===== config.mk =====
export PLATFORM = sky130hd
export DESIGN_NAME = echo_fifo
export DESIGN_NICKNAME = d
export VERILOG_FILES = /design/src/rtl/echo_fifo_pkg.sv /design/src/rtl/echo_fifo_buf.sv /design/src/rtl/echo_fifo.sv
export SDC_FILE = /design/constraint.sdc
export NUM_CORES = 1
export LEC_CHECK = 0
export ABC_CLOCK_PERIOD_IN_PS = 5800
export BUFFER_PORTS_ARGS = -buffer_cell sky130_fd_sc_hd__buf_2
export CAP_MARGIN = 30
export CELL_PAD_IN_SITES_DETAIL_PLACEMENT = 1
export CELL_PAD_IN_SITES_GLOBAL_PLACEMENT = 2
export CORE_UTILIZATION = 46
export DETAILED_ROUTE_END_ITERATION = 10
export HOLD_SLACK_MARGIN = 0.03
export PLACE_DENSITY_LB_ADDON = 0.1
export SYNTH_ARGS = -nofsm -noshare
export SYNTH_HDL_FRONTEND = slang
export SYNTH_SLANG_ARGS = --single-unit

===== constraint.sdc =====
create_clock -name clk -period 5.8 [get_ports clk]
set_input_delay 1.16 -clock clk [delete_from_list [all_inputs] [get_ports clk]]
set_output_delay 1.16 -clock clk [all_outputs]
set_load 0.005 [all_outputs]

===== src/rtl/echo_fifo_pkg.sv =====
// Register map and bit positions shared by the echo FIFO top and its bench.
package echo_fifo_pkg;

  localparam logic [1:0] ADDR_DATA = 2'd0;
  localparam logic [1:0] ADDR_STAT = 2'd1;
  localparam logic [1:0] ADDR_CTRL = 2'd2;
  localparam logic [1:0] ADDR_PCNT = 2'd3;

  localparam int STAT_EMPTY = 16;
  localparam int STAT_FULL  = 17;
  localparam int STAT_OVF   = 18;
  localparam int STAT_UNF   = 19;

  localparam int CTRL_FLUSH  = 0;
  localparam int CTRL_CLRERR = 1;
  localparam int CTRL_INV    = 2;

endpackage


===== src/rtl/echo_fifo_buf.sv =====
// Circular buffer: storage, pointers and occupancy count with push/pop/flush.
module echo_fifo_buf #(
  parameter int WIDTH = 16,
  parameter int DEPTH = 8,
  localparam int CNT_W = $clog2(DEPTH) + 1,
  localparam int PTR_W = $clog2(DEPTH)
) (
  input  logic             i_clk,
  input  logic             i_rst,
  input  logic             i_push,
  input  logic             i_pop,
  input  logic             i_flush,
  input  logic [WIDTH-1:0] i_wr_data,
  output logic [WIDTH-1:0] o_head,
  output logic [CNT_W-1:0] o_count,
  output logic             o_full,
  output logic             o_empty
);

  logic [WIDTH-1:0] r_mem [DEPTH];
  logic [PTR_W-1:0] r_wr_ptr;
  logic [PTR_W-1:0] r_rd_ptr;
  logic [CNT_W-1:0] r_count;
  logic             w_push;
  logic             w_pop;

  // Full/empty come from the count so equal pointers are never ambiguous.
  assign o_full  = (r_count == CNT_W'(DEPTH));
  assign o_empty = (r_count == '0);
  assign o_count = r_count;
  assign o_head  = r_mem[r_rd_ptr];

  assign w_push = i_push & ~o_full;
  assign w_pop  = i_pop & ~o_empty;

  // Contents survive reset and flush; only the pointers define validity.
  always_ff @(posedge i_clk) begin
    if (w_push && !i_rst && !i_flush) r_mem[r_wr_ptr] <= i_wr_data;
  end

  always_ff @(posedge i_clk) begin
    if (i_rst || i_flush) begin
      r_wr_ptr <= '0;
      r_rd_ptr <= '0;
      r_count  <= '0;
    end else begin
      if (w_push) r_wr_ptr <= r_wr_ptr + PTR_W'(1);
      if (w_pop)  r_rd_ptr <= r_rd_ptr + PTR_W'(1);
      case ({w_push, w_pop})
        2'b10:   r_count <= r_count + CNT_W'(1);
        2'b01:   r_count <= r_count - CNT_W'(1);
        default: r_count <= r_count;
      endcase
    end
  end

endmodule


===== src/rtl/echo_fifo.sv =====
// Bus-attached echo FIFO: data/status/control/push-counter registers around a buffer.
module echo_fifo
  import echo_fifo_pkg::*;
#(
  parameter int WIDTH = 16,
  parameter int DEPTH = 8,
  localparam int CNT_W = $clog2(DEPTH) + 1
) (
  input  logic        clk,
  input  logic        rst,
  input  logic        stb,
  input  logic        we,
  input  logic [1:0]  addr,
  input  logic [31:0] data_in,
  output logic [31:0] data_out,
  output logic        ack
);

  logic [WIDTH-1:0] w_head;
  logic [CNT_W-1:0] w_count;
  logic             w_full;
  logic             w_empty;
  logic             w_rd;
  logic             w_wr;
  logic             w_push;
  logic             w_pop;
  logic             w_flush;
  logic [31:0]      w_stat;
  logic             w_unused_data;
  logic             r_ovf;
  logic             r_unf;
  logic             r_inv;
  logic [31:0]      r_pcnt;

  assign ack     = stb;
  assign w_rd    = stb & ~we;
  assign w_wr    = stb & we;
  assign w_push  = w_wr & (addr == ADDR_DATA) & ~w_full;
  assign w_pop   = w_rd & (addr == ADDR_DATA) & ~w_empty;
  assign w_flush = w_wr & (addr == ADDR_CTRL) & data_in[CTRL_FLUSH];
  assign w_unused_data = ^data_in;

  echo_fifo_buf #(.WIDTH(WIDTH), .DEPTH(DEPTH)) u_buf (
    .i_clk     (clk),
    .i_rst     (rst),
    .i_push    (w_push),
    .i_pop     (w_pop),
    .i_flush   (w_flush),
    .i_wr_data (data_in[WIDTH-1:0]),
    .o_head    (w_head),
    .o_count   (w_count),
    .o_full    (w_full),
    .o_empty   (w_empty)
  );

  assign w_stat = {12'b0, r_unf, r_ovf, w_full, w_empty, 16'(w_count)};

  always_comb begin
    data_out = '0;
    if (w_rd) begin
      case (addr)
        ADDR_DATA: if (!w_empty) data_out = 32'(w_head ^ {WIDTH{r_inv}});
        ADDR_STAT: data_out = w_stat;
        ADDR_CTRL: data_out = {29'b0, r_inv, 2'b0};
        default:   data_out = r_pcnt;
      endcase
    end
  end

  always_ff @(posedge clk) begin
    if (rst) begin
      r_ovf  <= 1'b0;
      r_unf  <= 1'b0;
      r_inv  <= 1'b0;
      r_pcnt <= '0;
    end else begin
      if (w_wr && addr == ADDR_DATA && w_full)  r_ovf <= 1'b1;
      if (w_rd && addr == ADDR_DATA && w_empty) r_unf <= 1'b1;
      if (w_wr && addr == ADDR_CTRL) begin
        if (data_in[CTRL_CLRERR]) begin
          r_ovf <= 1'b0;
          r_unf <= 1'b0;
        end
        r_inv <= data_in[CTRL_INV];
      end
      if (w_push) r_pcnt <= r_pcnt + 32'd1;
      else if (w_wr && addr == ADDR_PCNT) r_pcnt <= '0;
    end
  end

endmodule


==> reports/metrics.cfg, run 1 <==
[outcome]
status=finished clean

[critical_path]
critPathTopFamily=simple AND/OR/NAND/NOR gates
crit_chain=buf_2, nor2b_1, nand2_1, nor2_1, buf_4, a22o_1, buf_2
crit_path_max_fanout=12
cp.arrival_ns=3.10
critPathCaptureType=output port
cp-start-kind=input port
path_common_cell=buf_2
cp_slowest_stage_delay_ns=0.63
critPathRequiredTime_ns=4.64
cp_num_buf_inv=3
slowest_stage=nor2_1
crit_type=in2out

[logic_synthesis]
avgSynthCellArea_um2=14.1
synthCells=561
synth_ff_type=edfxtp_1
synth-edff-count=128
synth_area_leaders=edfxtp_1 (49%), dfxtp_1 (12%), mux4_2 (9.1%)
ys_warn_count=0
ys_ff_latch=176
synth.net_count=605
synth_cell_types=58
async_flop_share_pct=0
seq_area_frac_synth_pct=60.8
yosysTopAreaCell=edfxtp_1
synth_top_area_share_pct=48.7
syn_area_um2=7900

[route]
route.detailed.drc=0
routedWlPerCell_um=22.0
vias=4836
postRouteAntennaNets=0
via_per_inst=5.74
first_iter_violations=244
dr.pass1.iters=6
wl_um=18500

[clocking]
post-cts-setup-buffer-count=0
cts_root_buffer=clkbuf_16
cts.repair.resized=0
clk_pin_slew_ns=0.07
postCtsHoldBufs=0
numCtsBuffers=17
h-tree-depth=4
cts_tree=built
clk-insertion-delay-late_ns=0.43
cts.sinks=176
clock_path_buffers=2

[placement]
place_congestion=0.804
dp_hpwl_um=12400
dp.cells=812
io_buffers=54

[final_layout]
final_common_cell=edfxtp_1
diodes=0
final_cell_count_no_fill=843
nets=655
syn_to_final_growth_pct=13.9
final_cell_mix=edfxtp_1 (128), buf_2 (54), dfxtp_1 (47)
nFillCells=1664
drive_gt1_share_pct=26.8

[floorplanning]
fp.dieH_um=133
ios=71
rows=47
die-area_um2=17700
die_x_um=133
initial_core_util_pct=47.3
fp.coreArea_um2=16700

[timing]
post-route-period-util_pct=73.4
finalSetupViolCount=0
min_period_ns=4.26
setup_tns_ns=0
final_hold_viol_count=0
hold-worst-slack_ns=0.476
rsz0062_at_grt=false
slew_viol_final=0
tightest_slew_ns=0.965
slew_headroom_pct=35.6
fmax_mhz=235
fin_skew_ns=0.0125

[run]
drv_cap=0

[global_route]
grt_pass1_wl_um=29800
first_global_vias=5280
antenna_found_initial=0
grt_max_degree=42
grt_usage_pct=22.8
gr-total-overflow=0

[pwr]
p_per_area_nw_per_um2=288
ir_worst_vdd_uv=287
leakage_nw=2.97

[min_path]
min_path_type=reg2reg

## worst reg2reg max path: stages (launching register included)
cell and delay (ns):
dfxtp_1 0.40, nor4b_2 0.62, nor2_2 0.08, buf_4 0.21, inv_2 0.30, ha_1 0.37, xor2_1 0.18, ha_1 0.17
a21oi_1 0.05, xor2_1 0.16, or3_1 0.31, a21oi_1 0.14
## path summary, 6_finish.rpt
kind | start | to | slack (ns) | cells after the start
min reg2reg | r_pcnt[31] | r_pcnt[31] | 0.48 | 2
max reg2reg | u_buf.o_count[0] | u_buf.o_count[2] | 2.74 | 11
max | stb | data_out[14] | 1.54 | 7
min | r_pcnt[31] | r_pcnt[31] | 0.48 | 2
## logic make-up after synthesis
family                     Yosys count  synth area share, %
AOI/OAI and AO/OA                   67                 5.77
and+or+nand+nor                    166                 12.7
xor gates and xnor gates            23                 2.55
adders and majority gates            6                0.951
muxes                               73                 14.4
buffers and inverters               50                 2.82
DFF                                176                 60.8
## report_power, final
part           switching (mW)  total [mW]  internal [mW]
sequential            0.00398        1.35           1.35
clock                   0.523        1.17          0.650
combinational          0.0434      0.0649         0.0215
total                   0.571        2.59           2.02
## layout make-up
type / count / area [um^2] / share of cell area [%]
inverters: 13 / 48.8 / 0.542
repair buffers: 68 / 379 / 4.21
flip-flops and latches: 176 / 4810 / 53.4
clock inverters: 14 / 173 / 1.92
well taps: 220 / 275 / 3.06
clock buffers: 17 / 425 / 4.73
multi-input cells: 335 / 2890 / 32.1
## per-layer routing
layer	global-route usage [%]	share of wire, %	up-vias
met4	8.43	1.7	0
met5	0	0	-
li1	-	-	2261
met3	5.06	2.8	28
met1	27.2	43	2465
met2	40.2	53	82
## through the flow
step | power [mW] | setup WS, ns | cell area (um^2) | utilization, %
2_1_floorplan | 1.41 | 1.84 | 7900 | -
3_3_place_gp | 1.44 | 1.61 | 8390 | 50.2
3_5_place_dp | 1.45 | 1.57 | 8400 | 50.3
4_1_cts | 2.62 | 1.55 | 9000 | 53.9
5_1_grt | 2.66 | 1.40 | 9000 | 53.9
6_report | 2.59 | 1.54 | 9000 | 53.9
## synth_stat cells, types with 6 or more instances
| master | n |
|---|---|
| ha_1 | 6 |
| buf_2 | 10 |
| nand2_1 | 32 |
| nor3_1 | 10 |
| mux4_2 | 32 |
| a22o_1 | 13 |
| edfxtp_1 | 128 |
| xor2_1 | 8 |
| or4_1 | 8 |
| dfxtp_1 | 48 |
| mux2i_1 | 35 |
| and2_1 | 11 |
| xnor2_1 | 15 |
| nor3_2 | 7 |
| inv_1 | 11 |
| nor2_1 | 28 |
| clkbuf_1 | 19 |
| nand3_1 | 16 |
| a21oi_1 | 21 |
| or3_1 | 7 |
| or2_2 | 12 |
## registers in the layout (all words and copies together), names as in the netlist, named ones only
signal	cells
r_pcnt	32
u_buf.r_rd_ptr	3
r_inv	1
u_buf.o_count	4
r_unf	1
u_buf.r_mem	128
r_ovf	1
u_buf.r_wr_ptr	3
Note: power is estimated with default switching activity, not from simulation.
==> run 2, diff against run 1 <==
ABC_CLOCK_PERIOD_IN_PS = 3890   (was 5800)
CORE_UTILIZATION = 38   (was 46)
clock period = 3.89 ns   (was 5.8 ns; I/O delays follow)
==> reports/metrics.cfg, run 2 (synthesized netlist as in run 1, its figures left out) <==
[run]
drv_cap=0

[clocking]
clk_pin_slew_ns=0.07
cts_root_buffer=clkbuf_16
cts.sinks=176
numCtsBuffers=17
clk-insertion-delay-late_ns=0.44
postCtsHoldBufs=0
cts_tree=built
clock_path_buffers=2
h-tree-depth=4
cts.repair.resized=0
post-cts-setup-buffer-count=0

[pwr]
leakage_nw=3.04
clkPwrFrac_pct=45.7
p_int_mw=2.99
comb_power_share_pct=2.6
p_per_area_nw_per_um2=424
p_switching_mw=0.914
power.share.sequential_pct=51.6
switching_share_pct=23.4
ir_worst_vdd_uv=272

[global_route]
grt_max_degree=41
grt_usage_pct=18.4
antenna_found_initial=0
grt_use_met2_pct=30.9
use_met1_pct=24.0
gr-total-overflow=0
met3_usage_pct=3.34
grt_pass1_wl_um=29300
first_global_vias=5038
grt-busiest-layer=met2

[min_path]
min_path_type=reg2reg

[timing]
final_hold_viol_count=0
slew_viol_final=0
slew_headroom_pct=39.8
tightest_slew_ns=0.900
fmax_mhz=308
setup_tns_ns=0
fin_skew_ns=0.0168
hold-worst-slack_ns=0.472
finalSetupViolCount=0
rsz0062_at_grt=false
post-route-period-util_pct=83.6
min_period_ns=3.25

[final_layout]
nFillCells=2060
diodes=0
drive_gt1_share_pct=28.0
syn_to_final_growth_pct=16.4
final_common_cell=edfxtp_1
nets=663
largest_register_ffs=128
final_cell_mix=edfxtp_1 (128), buf_2 (54), dfxtp_1 (47)
largest_register=u_buf.r_mem

[floorplanning]
rows=52
die_x_um=146
ios=71
initial_core_util_pct=38.9
die-area_um2=21400
fp.coreArea_um2=20300
fp.dieH_um=146

[critical_path]
crit_path_max_fanout=32
crit_chain=buf_12, mux4_2, mux2i_1, xnor2_1, a22o_1, buf_2
crit_type=reg2out
cp-start-kind=flop
critPathCaptureType=output port
critPathRequiredTime_ns=3.11
critPathTopFamily=multiplexers
cp.arrival_ns=2.47
cp_num_buf_inv=2
slowest_stage=mux4_2
cp_slowest_stage_delay_ns=0.55

[route]
vias=4834
first_iter_violations=204
via_per_inst=5.36
route.detailed.drc=0
dr.pass1.iters=4
routedWlPerCell_um=20.5
postRouteAntennaNets=0
wl_um=18500

[placement]
place_congestion=0.777
io_buffers=54
dp_hpwl_um=12400

[outcome]
status=finished clean

## run 2: cell count changes in the layout (fill, tap and decap cells not counted), sizes merged
cell / delta
clkinv: +5
clkinvlp: -1
buf: +8
inv: -2
bufinv: -1
## run 2: metal layers
metal / share of wire (%) / up-vias
li1: - / 2280
met1: 46 / 2467
met2: 50 / 66
met3: 2.6 / 21
met4: 1.5 / 0
met5: 0 / -
## run 2: power groups by stage
| stage | sequential, mW | combinational, mW | clock (mW) |
|---|---|---|---|
| after floorplan | 2.06 | 0.0525 | 0 |
| after detailed placement | 2.06 | 0.101 | 0 |
| after CTS | 2.02 | 0.101 | 1.83 |
| after global routing | 2.01 | 0.114 | 1.89 |
| after global placement | 2.06 | 0.0964 | 0 |
| final | 2.01 | 0.102 | 1.78 |
## run 2: area by class of cell
cell class | count | area (um^2) | area share (%)
flip-flops and latches | 176 | 4810 | 52.3
multi-input cells | 335 | 2890 | 31.4
repair buffers | 76 | 468 | 5.09
clock buffers | 17 | 425 | 4.63
well taps | 270 | 338 | 3.67
clock inverters | 15 | 220 | 2.39
inverters | 13 | 48.8 | 0.531
## run 2: worst paths after layout
| check | from | slack, ns | depth (start not counted) | endpoint |
|---|---|---|---|---|
| setup / recovery | flop | 0.64 | 6 | data_out[15] |
| hold / removal | r_pcnt[31] | 0.47 | 2 | r_pcnt[31] |
| setup reg to reg | u_buf.o_count[0] | 1.17 | 10 | u_buf.o_count[2] |
| hold reg to reg | r_pcnt[31] | 0.47 | 2 | r_pcnt[31] |
## run 2: worst min-delay path, delay by kind of cell, from the launching register on
family / cells / cell delay (ns)
multiplexers: 1 / 0.05
flip-flops: 1 / 0.32
AND/OR/NAND/NOR: 1 / 0.05
## run 2: stage by stage
stage	power (mW)	cell area, um^2	std cells	worst slack, ns	util, %
6_report	3.90	9200	902	0.640	45.3
4_1_cts	3.95	9170	901	0.563	45.2
5_1_grt	4.02	9200	902	0.515	45.3
2_1_floorplan	2.11	7900	561	0.310	-
3_3_place_gp	2.15	8520	869	0.700	42.0
3_5_place_dp	2.16	8520	869	0.694	42.0
